**config.mk**
```make
export PLATFORM = sky130hd
export DESIGN_NAME = vic_prio_wb_flat
export DESIGN_NICKNAME = d
export VERILOG_FILES = /design/src/rtl/vic_prio_wb_if.sv /design/src/rtl/vic_prio_wb.sv /design/src/flat_wrapper.sv
export SDC_FILE = /design/constraint.sdc
export NUM_CORES = 1
export LEC_CHECK = 0
export CAP_MARGIN = 5
export CORE_UTILIZATION = 43
export CTS_BUF_LIST = sky130_fd_sc_hd__clkbuf_8
export DETAILED_ROUTE_END_ITERATION = 10
export GPL_TIMING_DRIVEN = 0
export HOLD_SLACK_MARGIN = 0.1
export PLACE_DENSITY = 0.91
export SLEW_MARGIN = 20
export SYNTH_ARGS = -nofsm -noshare
export SYNTH_HDL_FRONTEND = slang
export SYNTH_SLANG_ARGS = --single-unit
```
**constraint.sdc**
```tcl
create_clock -name wb_clk_i -period 30.3 [get_ports wb_clk_i]
set_clock_uncertainty 0.1 [all_clocks]
set_input_delay 6.06 -clock wb_clk_i [delete_from_list [all_inputs] [get_ports wb_clk_i]]
set_output_delay 6.06 -clock wb_clk_i [all_outputs]
set_load 0.02 [all_outputs]
```
**src/rtl/vic_prio_wb_if.sv**
```systemverilog
// rtl/vic_prio_wb_if.sv - Wishbone vector-fetch port between the CPU core and the interrupt controller
interface vic_prio_wb_if #(
    parameter int PW = 3
);
    logic          wb_irq_o;
    logic [15:0]   wb_dat_o;
    logic [PW-1:0] wb_pri_o;
    logic          wb_stb_i;
    logic          wb_ack_o;

    modport master (
        input  wb_irq_o,
        input  wb_dat_o,
        input  wb_pri_o,
        input  wb_ack_o,
        output wb_stb_i
    );

    modport slave (
        output wb_irq_o,
        output wb_dat_o,
        output wb_pri_o,
        output wb_ack_o,
        input  wb_stb_i
    );
endinterface

```
**src/rtl/vic_prio_wb.sv**
```systemverilog
// rtl/vic_prio_wb.sv - prioritised vectored interrupt controller with masks, CPU threshold and spurious vector
module vic_prio_wb #(
    parameter int          N        = 8,
    parameter int          PW       = 3,
    parameter int          RR       = 0,
    parameter logic [15:0] SPUR_VEC = 16'o000000
) (
    input  logic            wb_clk_i,
    input  logic            wb_rst_i,
    vic_prio_wb_if.slave    wb,
    input  logic [N*16-1:0] ivec,
    input  logic [N*PW-1:0] ipri,
    input  logic [N-1:0]    ireq,
    input  logic [N-1:0]    imask,
    input  logic [PW-1:0]   cpu_pri,
    output logic [N-1:0]    iack
);
    localparam int W = (N > 1) ? $clog2(N) : 1;
    localparam logic [W-1:0] LAST_RST = W'(N - 1);

    typedef enum logic [1:0] {
        IDLE = 2'd0,
        ACK  = 2'd1,
        WAIT = 2'd2
    } state_t;

    state_t        state, state_nx;

    logic          irq_q, irq_d;
    logic          ack_q, ack_d;
    logic [N-1:0]  iack_q, iack_d;
    logic [15:0]   dat_q, dat_d;
    logic [PW-1:0] pri_q, pri_d;

    logic          sel_valid, sel_valid_d;
    logic [W-1:0]  sel_idx, sel_idx_d;
    logic [PW-1:0] sel_pri, sel_pri_d;
    logic [W-1:0]  last, last_d;

    logic [N-1:0]  elig;
    logic          arb_valid;
    logic [W-1:0]  arb_idx;
    logic [PW-1:0] arb_pri;
    int            cand;

    logic          fetch;
    logic          sel_elig;
    logic          reload;

    always_comb begin
        elig = '0;
        for (int i = 0; i < N; i++) begin
            elig[i] = ireq[i] & imask[i] & (ipri[PW*i +: PW] > cpu_pri);
        end
    end

    // Scan in tie-break order; a strict '>' keeps the first candidate among equal priorities.
    always_comb begin
        arb_valid = 1'b0;
        arb_idx   = '0;
        arb_pri   = '0;
        cand      = 0;
        for (int k = 0; k < N; k++) begin
            if (RR != 0) begin
                cand = (int'(last) + 1 + k) % N;
            end else begin
                cand = k;
            end
            if (elig[cand] && (!arb_valid || (ipri[PW*cand +: PW] > arb_pri))) begin
                arb_valid = 1'b1;
                arb_idx   = W'(cand);
                arb_pri   = ipri[PW*cand +: PW];
            end
        end
    end

    assign fetch    = (state == IDLE) && wb.wb_stb_i && irq_q;
    assign sel_elig = elig[sel_idx];
    assign reload   = !wb.wb_stb_i && ((state == IDLE) || (state == WAIT));

    always_ff @(posedge wb_clk_i) begin
        if (wb_rst_i) begin
            state     <= IDLE;
            irq_q     <= 1'b0;
            ack_q     <= 1'b0;
            iack_q    <= '0;
            dat_q     <= '0;
            pri_q     <= '0;
            sel_valid <= 1'b0;
            sel_idx   <= '0;
            sel_pri   <= '0;
            last      <= LAST_RST;
        end else begin
            state     <= state_nx;
            irq_q     <= irq_d;
            ack_q     <= ack_d;
            iack_q    <= iack_d;
            dat_q     <= dat_d;
            pri_q     <= pri_d;
            sel_valid <= sel_valid_d;
            sel_idx   <= sel_idx_d;
            sel_pri   <= sel_pri_d;
            last      <= last_d;
        end
    end

    always_comb begin
        state_nx = state;
        case (state)
            IDLE:    if (fetch) state_nx = ACK;
            ACK:     state_nx = WAIT;
            WAIT:    if (!wb.wb_stb_i) state_nx = IDLE;
            default: state_nx = IDLE;
        endcase
    end

    always_comb begin
        irq_d       = 1'b0;
        ack_d       = 1'b0;
        iack_d      = '0;
        dat_d       = dat_q;
        pri_d       = pri_q;
        last_d      = last;
        sel_valid_d = sel_valid;
        sel_idx_d   = sel_idx;
        sel_pri_d   = sel_pri;
        if (state == IDLE) begin
            if (fetch) begin
                ack_d       = 1'b1;
                sel_valid_d = 1'b0;
                // The request may have vanished since selection; answer with the spurious vector then.
                if (sel_elig) begin
                    dat_d           = ivec[16*sel_idx +: 16];
                    pri_d           = sel_pri;
                    iack_d[sel_idx] = 1'b1;
                    if (RR != 0) last_d = sel_idx;
                end else begin
                    dat_d = SPUR_VEC;
                    pri_d = '0;
                end
            end else begin
                irq_d = sel_valid;
            end
        end
        if (reload) begin
            sel_valid_d = arb_valid;
            sel_idx_d   = arb_idx;
            sel_pri_d   = arb_pri;
        end
    end

    assign wb.wb_irq_o = irq_q;
    assign wb.wb_ack_o = ack_q;
    assign wb.wb_dat_o = dat_q;
    assign wb.wb_pri_o = pri_q;
    assign iack        = iack_q;
endmodule

```
**src/flat_wrapper.sv**
```systemverilog
// flat-port wrapper written by rule: the top's interface ports become plain ports
module vic_prio_wb_flat 
#(
    parameter int          N        = 8,
    parameter int          PW       = 3,
    parameter int          RR       = 0,
    parameter logic [15:0] SPUR_VEC = 16'o000000
)
  (wb_clk_i, wb_rst_i, ivec, ipri, ireq, imask, cpu_pri, iack, wb_wb_irq_o, wb_wb_dat_o, wb_wb_pri_o, wb_wb_ack_o, wb_wb_stb_i);
  vic_prio_wb_if #(.PW(PW)) wb_i ();
  input  logic wb_clk_i;
  input  logic wb_rst_i;
  input  logic [N*16-1:0] ivec;
  input  logic [N*PW-1:0] ipri;
  input  logic [N-1:0] ireq;
  input  logic [N-1:0] imask;
  input  logic [PW-1:0] cpu_pri;
  output logic [N-1:0] iack;
  output wire logic [$bits(wb_i.wb_irq_o)-1:0] wb_wb_irq_o;
  output wire logic [$bits(wb_i.wb_dat_o)-1:0] wb_wb_dat_o;
  output wire logic [$bits(wb_i.wb_pri_o)-1:0] wb_wb_pri_o;
  output wire logic [$bits(wb_i.wb_ack_o)-1:0] wb_wb_ack_o;
  input wire logic [$bits(wb_i.wb_stb_i)-1:0] wb_wb_stb_i;
  assign wb_wb_irq_o = wb_i.wb_irq_o;
  assign wb_wb_dat_o = wb_i.wb_dat_o;
  assign wb_wb_pri_o = wb_i.wb_pri_o;
  assign wb_wb_ack_o = wb_i.wb_ack_o;
  assign wb_i.wb_stb_i = wb_wb_stb_i;
  vic_prio_wb #(.N(N), .PW(PW), .RR(RR), .SPUR_VEC(SPUR_VEC)) u_core (.wb_clk_i(wb_clk_i), .wb_rst_i(wb_rst_i), .wb(wb_i), .ivec(ivec), .ipri(ipri), .ireq(ireq), .imask(imask), .cpu_pri(cpu_pri), .iack(iack));
endmodule
```
==> metrics.md <==
| Metric | Value |
|---|---|
| Outcome | `complete, no violations` |
| Placed Cells | `between 700 and 800` |
| Ys async rst share | `0` |
| Hold buffers post-CTS | `0` |
| DR WL/cell | `19.8 µm` |
| Worst-Skew Late Latency | `0.29 ns` |
| H-tree levels | `2` |
| Tmin final | `17.84 ns` |
| Syn_nets | `648` |
| DR vias/cell | `6.14` |
| Static Leak | `2.25 nW` |
| Slowest CP cell | `or3_2` |
| CP arrival | `17.96 ns` |
| CTS tree | `done` |
| Post-Syn Area per Cell | `8.26 µm²` |
| Routed vias | `~4500` |
| I/O Buffers | `about 200` |
| Starting density of the core | `0.452` |
| Mapped cell area | `approximately 0.0035 mm²` |
| Drt total wl | `14700 µm` |
| DR pass1 iterations | `5` |
| Critical path endpoint category | `register` |
| Top_reg_cell synth | `dfxtp_1` |
| Top cells by area, synth | `dfxtp_1, ha_1, o22ai_1` |
| CP max stage delay | `between 0.4 and 0.5 ns` |
| FF+latch count, synth | `38` |
| Crit Path Max Fanout | `10` |
| Fin crit share | `0.589` |
| Pins Over Slew Limit | `0` |
| Num Clock Sinks | `38` |
| IO Pins | `203` |
| Number of synthesized flops with an enable pin | `0` |
| Power Internal | `0.113 mW` |
| Number of max-cap violations | `0` |
| CTS buffer count | `5` |
| CTS root buffer | `clkbuf_8` |
| Post_cts resized | `0` |
| Design Area, Final | `0.00578 mm²` |
| Clock Power Share | `0.223` |
| Slew Limit Headroom | `0.581` |
| Most common cell after layout, fill and taps aside | `clkdlybuf4s50_1` |
| Commonest non-fill, non-tap cells in the layout | `clkdlybuf4s50_1, o22ai_1, ha_1` |
| Yosys warnings | `0` |
| Final hold slack | `0.367 ns` |
| Max Buffers Root-to-Sink | `2` |
| Worst-path clk slew | `approximately 0.080 ns` |
| Setup Fix Bufs, Post-CTS | `0` |
| Iter 0 DRT Violations | `262` |
| Area grow syn2layout | `63.2%` |
| Area share of the largest cell type after synthesis | `0.215` |
| Comb pwr share | `0.474` |
| Fin. Hold Viols | `0` |
| Share of power burned in registers | `0.303` |
| Die area | `0.00861 mm²` |
| Yosys cell types | `74` |
| Final nets | `856` |
| # rows | `32` |
| Total grt overflow | `0` |
| DRC | `0` |
| GRT Total Usage | `0.330` |
| Crit start category | `input port` |
| ANT nets after route | `0` |
| Antenna violations before repair | `0` |
| Fin cells | `740` |
| Crit Path Category | `input port to register` |
| Sw frac | `0.341` |
| GPL Wtd Cong | `0.950` |
| Max Freq | `0.0561 GHz` |
| Worst slew pin tran | `approximately 0.62 ns` |
| Hold Crit Class | `register to register` |
| RSZ-0062 raised after global routing | `no` |
| Fin Setup TNS | `0 ns` |
| Gate Count Post-Synth | `429` |
| PwrDens | `29.7 mW/mm²` |
| Worst IR Drop VDD | `0.0188 mV` |
| Largest net degree at the start of global routing | `14` |
| Die W | `92.8 µm` |
| First-pass GRT wire length | `22700 µm` |
| Core area | `0.00785 mm²` |
| Biggest area consumer among synthesized cells | `dfxtp_1` |
| Chip Height | `92.8 µm` |
| Share of cells above drive strength 1 | `0.0549` |
| Sw Pwr | `0.0585 mW` |
| Most frequent CP cell | `ha_1` |
| Number of global-route vias before repair | `4688` |
| HPWL after DPL | `about 12000 µm` |
| Antenna Diode Count | `0` |
| WP data required | `just over 30 ns` |
| Sequential-to-total area share from yosys stat | `0.215` |
| DP Area | `0.00568 mm²` |
| Endpoints failing setup | `0` |
state kept, by name, indices dropped and copies added (netlist names):
register / cells
u_core.state: 2
u_core.sel_idx: 3
u_core.iack: 8
u_core.wb.wb_irq_o: 1
u_core.wb.wb_pri_o: 3
u_core.sel_pri: 3
u_core.sel_valid: 1
u_core.wb.wb_dat_o: 16
u_core.wb.wb_ack_o: 1
worst max-delay path: cells and delay by family:
family                   cells  cell delay (ns)
adder cells (fa/ha/maj)      8             2.42
AO/OA/AOI/OAI               31             5.99
multiplexers                 1             0.36
buffers and inverters        4             0.82
AND/OR/NAND/NOR             12             2.26
logic make-up (layout without fill, tap and decap cells):
family                   count (synthesis)  after routing  share of synthesized area
multiplexers                             4              4                     0.0155
adder cells (fa/ha/maj)                 45             45                      0.159
buffers and inverters                   51            260                     0.0593
flip-flops                              38             38                      0.215
AO/OA/AOI/OAI                          177            177                      0.366
AND/OR/NAND/NOR                        114            114                      0.185
through the flow:
stage	setup slack, ns	util	power [mW]
after global placement	12.83	0.724	0.129
after floorplan	14.27	-	0.0957
after global routing	11.85	0.737	0.180
after detailed placement	12.35	0.724	0.132
after CTS	12.63	0.737	0.170
final	12.46	0.737	0.171
cells in the mapped netlist (5+ instances only):
library cell and count:
o22ai_1 65, ha_1 45, dfxtp_1 38, inv_1 28
a22o_1 21, nor2_1 21, clkbuf_1 20, nor4_1 16
o21ai_0 15, nand3_1 13, a21oi_1 12, nor2b_1 10
nand2_1 9, nor3_1 8, a31oi_1 7, o21a_1 6
and3_1 5, o2111ai_1 5
power groups by stage:
stage | logic [mW] | registers [mW] | clock network [mW]
finish | 0.0813 | 0.0520 | 0.0382
CTS | 0.0800 | 0.0519 | 0.0379
floorplan | 0.0424 | 0.0533 | 0
detailed placement | 0.0793 | 0.0531 | 0
global route | 0.0880 | 0.0521 | 0.0396
global placement | 0.0760 | 0.0531 | 0
path summary, 6_finish.rpt:
| check | startpoint | endpoint | slack, ns | depth (start not counted) |
|---|---|---|---|---|
| max | cpu_pri[2] | u_core.sel_pri[0] | 12.46 | 56 |
| min | u_core.sel_pri[1] | u_core.wb.wb_pri_o[1] | 0.37 | 1 |
| max reg2reg | u_core.sel_idx[0] | u_core.wb.wb_dat_o[1] | 27.64 | 7 |
| min reg2reg | u_core.sel_pri[1] | u_core.wb.wb_pri_o[1] | 0.37 | 1 |
metal layers:
| metal | track usage | vias to the layer above | wire [µm] |
|---|---|---|---|
| li1 | - | 2137 | - |
| met1 | 0.346 | 2105 | 5340 |
| met2 | 0.640 | 241 | 7490 |
| met3 | 0.0542 | 60 | 1200 |
| met4 | 0.136 | 0 | 635 |
| met5 | 0 | - | 0 |
layout make-up:
type | count | area [µm²]
multi-input combinational | 340 | 2570
fill | 651 | 2070
timing repair buffer | 201 | 2010
sequential | 38 | 761
tap | 102 | 128
buffer | 23 | 105
inverter | 28 | 105
clock buffer | 6 | 82.6
clock inverter | 2 | 16.3
Power figures use the tool's default switching activity.
